`config.mk`:
```
export PLATFORM = sky130hd
export DESIGN_NAME = decimal_keypad_debouncer
export DESIGN_NICKNAME = d
export VERILOG_FILES = /design/src/rtl/decimal_keypad_debouncer.sv
export SDC_FILE = /design/constraint.sdc
export NUM_CORES = 1
export LEC_CHECK = 0
export ABC_AREA = 1
export BUFFER_PORTS_ARGS = -buffer_cell sky130_fd_sc_hd__buf_2
export CELL_PAD_IN_SITES_DETAIL_PLACEMENT = 0
export CELL_PAD_IN_SITES_GLOBAL_PLACEMENT = 1
export CORE_MARGIN = 1
export CORE_UTILIZATION = 36
export CTS_BUF_LIST = sky130_fd_sc_hd__clkbuf_2 sky130_fd_sc_hd__clkbuf_4 sky130_fd_sc_hd__clkbuf_8
export CTS_CLUSTER_SIZE = 28
export DETAILED_ROUTE_END_ITERATION = 8
export GPL_ROUTABILITY_DRIVEN = 1
export PLACE_DENSITY = 0.65
export SLEW_MARGIN = 0
export SYNTH_ARGS = -nofsm -noshare
export SYNTH_HDL_FRONTEND = slang
export SYNTH_SLANG_ARGS = --single-unit
```
`constraint.sdc`:
```
create_clock -name clk -period 1.8 [get_ports clk]
set_input_delay 0.27 -clock clk [delete_from_list [all_inputs] [get_ports clk]]
set_output_delay 0.27 -clock clk [all_outputs]
set_load 0.02 [all_outputs]
```
`src/rtl/decimal_keypad_debouncer.sv`:
```
// Debounced front end for ten decimal keys. Raw key lines are synchronised,
// filtered so that only one clean key is ever presented, and driven out as a
// registered one-hot vector with press/release strobes and a multi-key flag.
module decimal_keypad_debouncer #(
    parameter int DEBOUNCE_CYCLES = 16
) (
    input  logic       clk,
    input  logic       rst,
    input  logic [9:0] key_raw,
    output logic [9:0] key_onehot,
    output logic       key_valid,
    output logic       key_release,
    output logic       multi_err
);

    localparam int CNT_W = $clog2(DEBOUNCE_CYCLES + 1);
    localparam logic [CNT_W-1:0] CNT_LAST = CNT_W'(DEBOUNCE_CYCLES - 1);

    typedef enum logic [1:0] {
        IDLE,
        DB_PRESS,
        PRESSED,
        DB_RELEASE
    } state_t;

    // Synchronised key vector (second flop of each per-bit chain)
    logic [9:0] s;

    genvar gi;
    generate
        for (gi = 0; gi < 10; gi++) begin : g_sync
            logic meta_reg;
            logic sync_reg;

            // Two-flop synchroniser for one asynchronous key line
            always_ff @(posedge clk or posedge rst) begin
                if (rst) begin
                    meta_reg <= 1'b0;
                    sync_reg <= 1'b0;
                end else begin
                    meta_reg <= key_raw[gi];
                    sync_reg <= meta_reg;
                end
            end

            assign s[gi] = sync_reg;
        end
    endgenerate

    // Classification: clearing the lowest set bit leaves something only when
    // two or more keys are down.
    logic       s_any;
    logic       s_multi;
    logic       s_single;
    logic [9:0] s_low_cleared;

    assign s_low_cleared = s & (s - 10'd1);
    assign s_any         = |s;
    assign s_multi       = s_any && (s_low_cleared != 10'd0);
    assign s_single      = s_any && !s_multi;

    state_t           state_reg, state_next;
    logic [9:0]       cand_reg, cand_next;
    logic [CNT_W-1:0] cnt_reg, cnt_next;
    logic [9:0]       onehot_reg, onehot_next;
    logic             valid_reg, valid_next;
    logic             release_reg, release_next;
    logic             prev_multi_reg;
    logic             multi_err_reg;

    // State register and all FSM-owned output registers
    always_ff @(posedge clk or posedge rst) begin
        if (rst) begin
            state_reg   <= IDLE;
            cand_reg    <= 10'd0;
            cnt_reg     <= '0;
            onehot_reg  <= 10'd0;
            valid_reg   <= 1'b0;
            release_reg <= 1'b0;
        end else begin
            state_reg   <= state_next;
            cand_reg    <= cand_next;
            cnt_reg     <= cnt_next;
            onehot_reg  <= onehot_next;
            valid_reg   <= valid_next;
            release_reg <= release_next;
        end
    end

    // Next-state logic: accept a single key after a stable run, and release it
    // only once every key is up for a stable run (no rollover).
    always_comb begin
        state_next   = state_reg;
        cand_next    = cand_reg;
        cnt_next     = cnt_reg;
        onehot_next  = onehot_reg;
        valid_next   = 1'b0;
        release_next = 1'b0;

        case (state_reg)
            IDLE: begin
                if (s_single) begin
                    cand_next  = s;
                    cnt_next   = '0;
                    state_next = DB_PRESS;
                end
            end

            DB_PRESS: begin
                if (s == cand_reg) begin
                    if (cnt_reg == CNT_LAST) begin
                        state_next  = PRESSED;
                        onehot_next = cand_reg;
                        valid_next  = 1'b1;
                        cnt_next    = '0;
                    end else begin
                        cnt_next = cnt_reg + CNT_W'(1);
                    end
                end else begin
                    state_next = IDLE;
                    cnt_next   = '0;
                end
            end

            PRESSED: begin
                if (s != cand_reg) begin
                    state_next = DB_RELEASE;
                    cnt_next   = '0;
                end
            end

            DB_RELEASE: begin
                if (!s_any) begin
                    if (cnt_reg == CNT_LAST) begin
                        state_next   = IDLE;
                        onehot_next  = 10'd0;
                        release_next = 1'b1;
                        cnt_next     = '0;
                    end else begin
                        cnt_next = cnt_reg + CNT_W'(1);
                    end
                end else if (s == cand_reg) begin
                    // Release bounce: the same key came back
                    state_next = PRESSED;
                    cnt_next   = '0;
                end else begin
                    // Some other key is down; wait for all keys up
                    cnt_next = '0;
                end
            end

            default: begin
                state_next = IDLE;
                cnt_next   = '0;
            end
        endcase
    end

    // Multi-key detector: pulse on the rising edge of "two or more keys"
    always_ff @(posedge clk or posedge rst) begin
        if (rst) begin
            prev_multi_reg <= 1'b0;
            multi_err_reg  <= 1'b0;
        end else begin
            prev_multi_reg <= s_multi;
            multi_err_reg  <= s_multi && !prev_multi_reg;
        end
    end

    assign key_onehot  = onehot_reg;
    assign key_valid   = valid_reg;
    assign key_release = release_reg;
    assign multi_err   = multi_err_reg;

endmodule

```
=== After elaboration in Yosys (flattened, before gate mapping) ===
Index checks and enable logic that the tools add are counted.

* Register bits: 51
* Word-level logic and storage cells: 83
* Bits of input ports: 12
* Output and inout port bits: 13

* Mux-type cells: 24
* Reductions and logical operators: 13
* Add/subtract/negate cells: 2
* Eq/ne operators: 15
* Bitwise gates (word level): 1

{| class="wikitable"
|+ Operators by type and width
! kind !! count
|-
| two-way mux 10 bit || 4
|-
| two-way mux 5 bit || 5
|-
| one-hot mux 10 bit (2 select lines) || 1
|-
| one-hot mux 5 bit (4 select lines) || 1
|-
| two-way mux 2 bit || 7
|-
| != test 2 bit, second input constant || 6
|-
| bitwise AND 10 bit || 1
|-
| == test 10 bit || 1
|-
| != test 10 bit || 1
|-
| AND reduction 5 bit || 2
|-
| nonzero test 10 bit || 1
|-
| OR reduction 10 bit || 1
|-
| subtractor 10 x 1 -> 10 bit, second input constant || 1
|-
| != test 3 bit, second input constant || 3
|-
| one-hot mux 2 bit (4 select lines) || 1
|-
| adder 5 x 1 -> 5 bit, second input constant || 1
|-
| == test 5 x 4 -> 1 bit, second input constant || 1
|-
| two-way mux 1 bit || 5
|-
| == test 2 bit, second input constant || 2
|-
| AND reduction 2 bit || 2
|-
| logical AND 1 bit || 3
|-
| == test 2 x 1 -> 1 bit, second input constant || 1
|-
| zero test 1 bit || 2
|-
| zero test 2 bit || 1
|-
| nonzero test 2 bit || 1
|}

=== Longest topological paths before layout ===
Gate-level depths: netlist of run 1.

* Word-level depth: 8
* Mapped depth: 12
* Depth with buffers taken out: 12

=== Least setup slack after synthesis of run 1 ===
No wires, ideal clock.

* Path type: register to register
* Start point: register g_sync[0].sync_reg
* End point: register cand_reg[2]
* Library setup time: 0.119 ns
* Cell stages (with the launch flop): 11
* Data required time: 1.681 ns
* Arrival time: 1.407 ns
* Buffers on the path: 1
* Period minus slack after synthesis: 1.526 ns
* Setup slack: 0.274 ns
* Path through: dfrtp_1 -> nor2_2 -> nand2_2 -> nor2_4 -> nand2_2 -> a21oi_2 -> and2_4 -> nand3_4 -> buf_6 -> nand2_1 -> o21ai_2

* Cells in the longest elaborated chain, start to end: 7
* Elaborated cells between the ends (all ways): 8
* Classes of those cells: 1 x add/sub; 1 x bitwise; 6 x reduce/logical

{| class="wikitable"
|+ RTL lines
! item !! line !! text
|-
| from (decl) || 33 || <nowiki>logic sync_reg;</nowiki>
|-
| from (signal assigned) || 42 || <nowiki>sync_reg <= meta_reg;</nowiki>
|-
| subtractor 10 x 1 -> 10 bit || 57 || <nowiki>assign s_low_cleared = s & (s - 10'd1);</nowiki>
|-
| bitwise AND 10 bit || 57 ||
|-
| nonzero test 10 bit || 59 || <nowiki>assign s_multi = s_any && (s_low_cleared != 10'd0);</nowiki>
|-
| logical AND 1 bit || 59 ||
|-
| zero test 1 bit || 60 || <nowiki>assign s_single = s_any && !s_multi;</nowiki>
|-
| logical AND 1 bit * || 60 ||
|-
| AND reduction 2 bit (no line) * || n/a ||
|-
| to (signal assigned) || 82 || <nowiki>cand_reg <= cand_next;</nowiki>
|-
| to (decl) || 63 || <nowiki>logic [9:0] cand_reg, cand_next;</nowiki>
|}

Mark *: on every way between the ends. The rest lies on a longest branch, timed or not.
A chain may end at the register's enable or synchronous reset.

=== Final worst setup path of run 1 ===
* Start point: register g_sync[4].sync_reg
* End point: register cand_reg[2]

* Cells in the longest elaborated chain, start to end: 7
* Elaborated cells between the ends (all ways): 8
* Classes of those cells: 1 x add/sub; 1 x bitwise; 6 x reduce/logical

{| class="wikitable"
|+ RTL lines
! item !! line
|-
| from (decl) || 33
|-
| from (signal assigned) || 42
|-
| subtractor 10 x 1 -> 10 bit || 57
|-
| bitwise AND 10 bit || 57
|-
| nonzero test 10 bit || 59
|-
| logical AND 1 bit || 59
|-
| zero test 1 bit || 60
|-
| logical AND 1 bit * || 60
|-
| AND reduction 2 bit (no line) * || n/a
|}

Marked as above.

==> summary.txt, run 1 <==
Max Freq = 596.9 MHz
LEAKAGE = 0.001239 uW
Hold Path Class = in2async
N_diodes = 0
WS Path Type = reg2reg
Die Height = 79.92 um
Syn_nets = 240
NumNets Final = 276
# DRC = 0
RSZ-0062 raised after global routing = yes
CTS tree = yes
Total Routing Usage GR = 0.1391
Syn avg cell area = 9.629 sq um
Power Dens Cells = 810.6 nW/um^2
# fillers = 584
Die area = 6387 sq um
Clock Path Buffers = 2
Post-DP HPWL = 2.631 mm
Largest net degree at the start of global routing = 52
Number of synthesized register bits = 51
Setup ws final = 0.1245 ns
Rows = 28
Die width = 79.92 um
DR WL/cell = 11.59 um
First-pass detailed-route iteration total = 4
Worst hold margin = 0.002864 ns
Clock Latency Late Sink = 0.30 ns
H-tree depth = 2
Cts bufs inserted = 5
Critical path startpoint category = flip-flop
Worst Tran Pin Value = 0.5899 ns
Crit-path max FO = 6
Core area = 5886 sq um
Slew Viols, Final = 0
Min Tclk post-route = 1.675 ns
Clock skew = 0.009571 ns
Reg clk slew, reported paths = 0.09 ns
Kind of end point of the critical path = flip-flop
Initial core utilization = 0.3714
Synth Instances = 227
P&R area growth vs syn = 20.61%
First-pass GRT wire length = 6.810 mm
Post-DRT Antenna Nets = 0
Final RePlAce weighted congestion = 0.7772
Warnings, synthesis = 0
Register area share after synthesis = 0.5839
Multi-input gate area = 908.4 sq um
Sequential standard cell area = 1277 sq um
Number of global-route vias before repair = 1490
Layout cells sized above 1 = 0.3346
Max_slew headroom = 0.6063
Area after DPL = 2416 sq um
Final hold vios = 0
DRT Wirelength = 3.918 mm
WP data arrival = 1.88 ns
DRT iter0 DRCs = 74
Vias = 1520
Initial antenna violation count = 0
Status = complete, no violations
Final std cells w/o fill = 338
Vias per cell = 4.497
Maximum VDD drop = 344.7 uV
Maxcap violations = 0
GRT Residual Overflow = 0
Final Cycle Share = 0.9308
Post-route cell area = 2636 sq um
I/O Buffers = 24
Worst EP required = 2.00 ns
Post-CTS Hold Buffers = 0
Inst Count DP = 326
Root Buffer = clkbuf_8
Pre-CTS setup slack = 0.02893 ns
Ports = 25
# clock sinks = 51
Final setup vio count = 0
Cell variety after synth = 26
Netlist Area Pre-Place = 2186 sq um
## logic make-up after synthesis
kind of cell,synth area share
AOI/OAI and AO/OA,0.1105
buffers and inverters,0.05380
adders and majority gates,0.005723
and+or+nand+nor,0.2221
xor gates and xnor gates,0.02404
DFF,0.5839
## worst max-delay path: stages (launching register included)
cell,delay [ns]
dfrtp_1,0.43
nor2_1,0.10
nand2_1,0.10
nor2_4,0.17
nand2_2,0.06
a21oi_2,0.17
and2_4,0.25
nand3_4,0.14
nand2_1,0.11
o21ai_2,0.05
## power by group
part	internal [uW]	switching (uW)
sequential	1200	50.5
combinational	87.2	153
clock	302	346
## layout by cell type, fill, tap and decap left out, types with 5 or more instances in the layout
master and count:
o21ai_0 8, nand2_2 11, buf_2 24, xnor2_1 5
dfrtp_1 50, nand3_1 8, nor2_1 13, clkbuf_8 6
nand3_4 5, nand2_1 62, o21ai_1 5, o21ai_2 11
inv_1 15, inv_2 6
## layout make-up
| type | count | share of cell area |
|---|---|---|
| repair buffers | 30 | 0.07214 |
| flip-flops and latches | 51 | 0.4846 |
| well taps | 75 | 0.03560 |
| multi-input cells | 154 | 0.3446 |
| inverters | 21 | 0.02990 |
| clock buffers | 6 | 0.03132 |
| clock inverters | 1 | 0.001898 |
## final timing paths
path                                           endpoint                    startpoint  depth (start not counted)  slack, ns
min in group clk           g_sync[1].meta_reg$_DFF_PP0_                    key_raw[1]                          1       0.08
setup reg to reg                cand_reg[2]$_DFFE_PP0P_  g_sync[4].sync_reg$_DFF_PP0_                          9       0.12
max in group asynchronous       cand_reg[8]$_DFFE_PP0P_                           rst                          3       1.57
hold reg to reg            g_sync[1].sync_reg$_DFF_PP0_  g_sync[1].meta_reg$_DFF_PP0_                          0       0.35
hold / removal             g_sync[9].meta_reg$_DFF_PP0_                           rst                          3      0.003
setup / recovery                cand_reg[2]$_DFFE_PP0P_  g_sync[4].sync_reg$_DFF_PP0_                          9       0.12
## layer usage
metal | track usage | vias to the layer above | wire (um)
met5 | 0 | - | 0
met4 | 0.04821 | 0 | 64
met3 | 0.03429 | 6 | 150
met2 | 0.2120 | 32 | 1779
met1 | 0.1918 | 689 | 1924
li1 | - | 793 | -
## synth_stat cells
master	number	area, sq um
buf_6	3	33.78
nand3_2	2	20.02
nor2_2	3	18.77
nand2_2	2	12.51
o21ai_0	11	55.05
buf_2	1	5.000
o21ai_2	10	87.58
o31ai_2	4	50.05
a21oi_1	5	25.02
xor2_1	1	8.760
nand3_4	1	17.52
xnor2_1	5	43.79
nor2_4	1	11.26
nor2_1	15	56.30
or2_0	1	6.260
a21oi_2	1	8.760
or2_1	1	6.260
nand3_1	9	45.04
inv_1	17	63.81
inv_2	4	15.01
o21ai_1	3	15.01
and2_4	1	8.760
dfrtp_1	51	1276
ha_1	1	12.51
nand2_1	72	270.3
nand4_1	2	12.51
## per-stage QoR
step | power [uW] | setup TNS, ns | utilization
after global placement | 1475 | 0 | 0.4105
final | 2137 | 0 | 0.4479
after CTS | 2136 | 0 | 0.4254
after global routing | 2261 | -0.2825 | 0.4479
after detailed placement | 1476 | 0 | 0.4105
after floorplan | 1414 | 0 | -
## what timing repair did
item / in CTS / in global routing
gates resized for setup: 0 / 27
endpoints found under the setup margin: 0 / 27
setup buffers: 0 / 2
No activity file was read; power rests on OpenSTA's default activity.
==> run 2, diff against run 1 <==
==> constraint.sdc (replaced) <==
create_clock -name clk -period 2.1 [get_ports clk]
set_input_delay 0.315 -clock clk [delete_from_list [all_inputs] [get_ports clk]]
set_output_delay 0.315 -clock clk [all_outputs]
set_load 0.02 [all_outputs]
==> summary.txt, run 2 (same netlist as run 1, synthesis figures left out) <==
First-pass detailed-route iteration total = 4 (unchanged)
Setup TNS = 0 ns (unchanged)
Largest net degree at the start of global routing = 29 (-44%)
Worst Tran Pin Value = 0.5104 ns (-0.07952 ns)
Worst EP required = 2.28 ns (+0.28 ns)
Post CTS Setup Buffer Count = 0 (unchanged)
Cts bufs inserted = 5 (unchanged)
Ports = 25 (unchanged)
Final hold vios = 0 (unchanged)
Most frequent cells in the layout = nand2_1, dfrtp_1, buf_2
Post-DRT Antenna Nets = 0 (unchanged)
Post-DP HPWL = 2.786 mm (+5.9%)
N_diodes = 0 (unchanged)
LEAKAGE = 0.001194 uW (-3.7%)
Hold Path Class = in2async
Most common cell after layout, fill and taps aside = nand2_1
Initial antenna violation count = 0 (unchanged)
Clock Latency Late Sink = 0.30 ns (about the same)
Initial core utilization = 0.3714 (unchanged)
Rows = 28 (unchanged)
P&R area growth vs syn = 14.14%
Reg clk slew, reported paths = 0.09 ns (about the same)
RSZ-0062 raised after global routing = no
Final Cycle Share = 0.8691 (-0.06168)
Maxcap violations = 0 (unchanged)
Final RePlAce weighted congestion = 0.8217 (+5.7%)
Final setup vio count = 0 (unchanged)
WP data arrival = 2.01 ns (+0.13 ns)
Root Buffer = clkbuf_8
I/O Buffers = 24 (unchanged)
Layout cells sized above 1 = 0.2490 (-0.08557)
Core area = 5886 sq um (unchanged)
H-tree depth = 2 (unchanged)
Critical path startpoint category = flip-flop
Multi-input gate area = 799.5 sq um (-12%)
Min Tclk post-route = 1.825 ns (+0.1497 ns)
Total Routing Usage GR = 0.1359 (-0.003185)
Max_slew headroom = 0.6592 (+0.05294)
DRT iter0 DRCs = 110 (+49%)
DR WL/cell = 11.06 um (-4.6%)
# DRC = 0 (unchanged)
Kind of end point of the critical path = flip-flop
DRT Wirelength = 3.673 mm (-6.3%)
Crit-path max FO = 20 (+14)
Max Freq = 547.9 MHz (-8.2%)
NumNets Final = 269 (-2.5%)
Maximum VDD drop = 301.0 uV (-13%)
Vias = 1470 (-3.3%)
Clock skew = 0.01218 ns (+0.002607 ns)
Worst hold margin = 0.03992 ns (+0.03706 ns)
Clock Path Buffers = 2 (unchanged)
Sequential standard cell area = 1276 sq um (about the same)
GRT Residual Overflow = 0 (unchanged)
Die area = 6387 sq um (unchanged)
Number of global-route vias before repair = 1344 (-9.8%)
Die width = 79.92 um (unchanged)
CTS tree = yes
Power Dens Cells = 731.4 nW/um^2 (-9.8%)
Die Height = 79.92 um (unchanged)
WS Path Type = reg2reg
Vias per cell = 4.428 (-1.5%)
Slew Viols, Final = 0 (unchanged)
First-pass GRT wire length = 6.513 mm (-4.4%)
# clock sinks = 51 (unchanged)
# fillers = 616 (+5.5%)
Status = complete, no violations
-- run 2: changes by cell type in the layout (fill, tap and decap cells not counted), moves of 2 or more --
cell	previous run	this run
nor2_1	13	15
a21oi_1	3	5
nand2_2	11	2
buf_4	4	1
o21ai_1	5	3
nand3_4	5	2
o21ai_0	8	11
a21oi_2	3	1
nand2_1	62	72
-- run 2: area by class of cell --
cell class | instances | share of cell area
Clock buffer | 6 | 0.03310
Clock inverter | 2 | 0.006520
Inverter | 21 | 0.03159
Multi-Input combinational cell | 151 | 0.3205
Sequential cell | 51 | 0.5115
Tap cell | 75 | 0.03761
Timing Repair Buffer | 26 | 0.05918
-- run 2: what timing repair did --
action / in CTS / in global routing
hold buffers: 0 / 0
gates resized for setup: 0 / 1
endpoints found under the setup margin: 0 / 1
-- run 2: path summary, 6_finish.rpt --
path / slack, ns / endpoint / start / cells after the start
worst max-delay path: 0.27 / cand_reg[6]$_DFFE_PP0P_ / g_sync[0].sync_reg$_DFF_PP0_ / 9
worst min-delay path: 0.04 / g_sync[7].meta_reg$_DFF_PP0_ / rst / 2
worst max register to register: 0.27 / cand_reg[6]$_DFFE_PP0P_ / g_sync[0].sync_reg$_DFF_PP0_ / 9
worst min register to register: 0.35 / g_sync[2].sync_reg$_DFF_PP0_ / g_sync[2].meta_reg$_DFF_PP0_ / 0
max in group asynchronous: 1.54 / key_onehot[9]$_DFFE_PP0P_ / rst / 3
min in group clk: 0.12 / g_sync[2].meta_reg$_DFF_PP0_ / key_raw[2] / 1
-- run 2: report_power, final --
group | internal [uW] | switching [uW]
Sequential | 1030 | 39.8
Clock | 269 | 312
Combinational | 66.0 | 111
Total | 1360 | 463
-- run 2: per-stage QoR --
step | std cells | area [sq um] | setup WS [ns] | total power, uW | utilization
after floorplan | 227 | 2186 | 0.5555 | 1212 | -
after global placement | 324 | 2389 | 0.2544 | 1265 | 0.4058
after detailed placement | 324 | 2389 | 0.2637 | 1265 | 0.4058
after CTS | 332 | 2487 | 0.2326 | 1858 | 0.4226
after global routing | 332 | 2495 | 0.04488 | 1940 | 0.4239
final | 332 | 2495 | 0.2748 | 1825 | 0.4239
-- run 2: layer usage --
layer  vias to the layer above  share of wire  GRT usage
met3                         2          0.031    0.03429
met5                         -              0          0
li1                        784              -          -
met1                       654           0.55     0.2015
met4                         0         0.0087    0.04286
met2                        30           0.41     0.1923
-- run 2: critical path, stage by stage, from the launching register on --
cell,delay (ns)
dfrtp_1,0.43
nor2_2,0.15
nand2_1,0.11
o21ai_0,0.18
nand2_1,0.09
nor2_2,0.11
and2_4,0.18
nand3_4,0.23
nand2_1,0.16
o21ai_2,0.06
==> run 3, diff against run 2 <==
--- a/config.mk
+++ b/config.mk
@@ -7,15 +7,14 @@
 export LEC_CHECK = 0
 export ABC_AREA = 1
 export BUFFER_PORTS_ARGS = -buffer_cell sky130_fd_sc_hd__buf_2
-export CELL_PAD_IN_SITES_DETAIL_PLACEMENT = 0
-export CELL_PAD_IN_SITES_GLOBAL_PLACEMENT = 1
 export CORE_MARGIN = 1
 export CORE_UTILIZATION = 36
 export CTS_BUF_LIST = sky130_fd_sc_hd__clkbuf_2 sky130_fd_sc_hd__clkbuf_4 sky130_fd_sc_hd__clkbuf_8
 export CTS_CLUSTER_SIZE = 28
 export DETAILED_ROUTE_END_ITERATION = 8
 export GPL_ROUTABILITY_DRIVEN = 1
-export PLACE_DENSITY = 0.65
+export MAX_ROUTING_LAYER = met4
+export PLACE_DENSITY = 0.53
 export SLEW_MARGIN = 0
 export SYNTH_ARGS = -nofsm -noshare
 export SYNTH_HDL_FRONTEND = slang
==> summary.txt, run 3 (same netlist as run 1, synthesis figures left out) <==
Status = complete, no violations
Number of gates resized after cts = 0 (unchanged)
Max_slew headroom = 0.6886 (+0.02939)
Crit-path max FO = 20 (unchanged)
Die width = 79.92 um (unchanged)
Hold Path Class = in2async
CTS tree = yes
Clock power share = 0.358 (+0.040)
# DRC = 0 (unchanged)
Final RePlAce weighted congestion = 0.7806 (-5.0%)
Slowest cell on crit path = dfrtp_1
Worst EP required = 2.31 ns (+0.03 ns)
Clock Latency Late Sink = 0.30 ns (about the same)
# clock sinks = 51 (unchanged)
Vias per cell = 4.446 (+0.41%)
Total Routing Usage GR = 0.1308 (-0.005168)
DR WL/cell = 10.82 um (-2.2%)
Core area = 5886 sq um (unchanged)
CP peak stage delay = 0.43 ns (about the same)
Proportion of power drawn by combinational gates = 0.091 (-0.006)
Vias = 1476 (+0.41%)
First-pass GRT wire length = 6.120 mm (-6.0%)
Final setup vio count = 0 (unchanged)
Flop pwr share = 0.552 (-0.033)
Die area = 6387 sq um (unchanged)
R2R Setup Slk = 0.31 ns (+0.03 ns)
Most common cell after layout, fill and taps aside = nand2_1
Post-DP HPWL = 2.708 mm (-2.8%)
Initial antenna violation count = 0 (unchanged)
Initial core utilization = 0.3714 (unchanged)
RSZ-0062 raised after global routing = no
P_sw = 479.1 uW (+3.5%)
Setup TNS = 0 ns (unchanged)
WP data arrival = 2.00 ns (about the same)
Maximum VDD drop = 411.6 uV (+37%)
DRT Wirelength = 3.592 mm (-2.2%)
Rows = 28 (unchanged)
Cts bufs inserted = 5 (unchanged)
Clock skew = 0.01047 ns (-0.001706 ns)
I/O Buffers = 24 (unchanged)
Setup ws final = 0.3088 ns (+0.03402 ns)
Post-CTS Hold Buffers = 0 (unchanged)
Root Buffer = clkbuf_8
LEAKAGE = 0.001204 uW (+0.87%)
Post CTS Setup Buffer Count = 0 (unchanged)
Switching share of power = 0.2479 (-0.005737)
Min Tclk post-route = 1.791 ns (-0.03402 ns)
Pre-CTS setup slack = 0.3101 ns (+0.04634 ns)
Critical path startpoint category = flip-flop
Critical-path cell list = nor2_2, nand2_2, nor2_4, nand3_2, nand2_1, nand3_2, o31ai_2
Kind of end point of the critical path = flip-flop
Number of global-route vias before repair = 1321 (-1.7%)
Reg clk slew, reported paths = 0.10 ns (about the same)
Final Cycle Share = 0.8529 (-0.01620)
GRT Residual Overflow = 0 (unchanged)
Pint = 1454 uW (+6.8%)
First-pass detailed-route iteration total = 4 (unchanged)
Power Dens Cells = 771.7 nW/um^2 (+5.5%)
P&R area growth vs syn = 14.60%
Final hold vios = 0 (unchanged)
Clock Path Buffers = 2 (unchanged)
Layout cells sized above 1 = 0.2490 (unchanged)
Ports = 25 (unchanged)
H-tree depth = 2 (unchanged)
Depth of the worst register-to-register path = 7 (-2)
Worst Tran Pin Value = 0.4664 ns (-0.04403 ns)
Most used cell, CP = nand3_2
N_diodes = 0 (unchanged)
Maxcap violations = 0 (unchanged)
Slew Viols, Final = 0 (unchanged)
WS Path Type = reg2reg
Worst hold margin = 0.01397 ns (-0.02596 ns)
Most frequent cells in the layout = nand2_1, dfrtp_1, buf_2
DRT iter0 DRCs = 119 (+8.2%)
Max Freq = 558.3 MHz (+1.9%)
Post-DRT Antenna Nets = 0 (unchanged)
NumNets Final = 269 (unchanged)
Die Height = 79.92 um (unchanged)
Largest net degree at the start of global routing = 32 (+10%)
## run 3: cell type report
class	count	area (sq um)
Sequential cell	51	1276
Multi-Input combinational cell	151	792.0
Timing Repair Buffer	26	147.6
Tap cell	75	93.84
Inverter	21	78.83
Clock buffer	5	68.82
Clock inverter	3	47.55
Fill cell	608	3381
## run 3: path summary, 6_finish.rpt
check,from,endpoint
max in group asynchronous,rst,g_sync[0].meta_reg$_DFF_PP0_
worst min register to register,g_sync[5].meta_reg$_DFF_PP0_,g_sync[5].sync_reg$_DFF_PP0_
min in group clk,key_raw[5],g_sync[5].meta_reg$_DFF_PP0_
worst max-delay path,g_sync[0].sync_reg$_DFF_PP0_,key_onehot[8]$_DFFE_PP0P_
worst min-delay path,rst,key_onehot[6]$_DFFE_PP0P_
worst max register to register,g_sync[0].sync_reg$_DFF_PP0_,key_onehot[8]$_DFFE_PP0P_
## run 3: per-stage QoR
step	area [sq um]	power, uW	utilization	std cells
detailed placement	2389	1267	0.4058	324
global route	2505	2038	0.4256	332
finish	2505	1933	0.4256	332
global placement	2389	1263	0.4058	324
CTS	2505	1964	0.4256	332
floorplan	2186	1212	-	227
## run 3: critical path: cells and delay by family (launching register included)
kind	cells	cell delay, ns
AO/OA/AOI/OAI	1	0.28
flip-flops	1	0.43
AND/OR/NAND/NOR	6	0.99
## run 3: metal layers
metal  up-vias  wire length [um]  GRT usage
li1        776                 -          -
met1       661              1916     0.1856
met2        35              1490     0.1769
met3         4               147    0.03657
met4         0                38    0.04643
met5         -                 0          -
## run 3: power groups by stage
stage / Clock, uW / Combinational (uW) / Sequential (uW)
6_report: 691 / 175 / 1070
2_1_floorplan: 0 / 137 / 1080
5_1_grt: 758 / 204 / 1080
3_5_place_dp: 0 / 179 / 1090
4_1_cts: 717 / 180 / 1070
3_3_place_gp: 0 / 177 / 1090
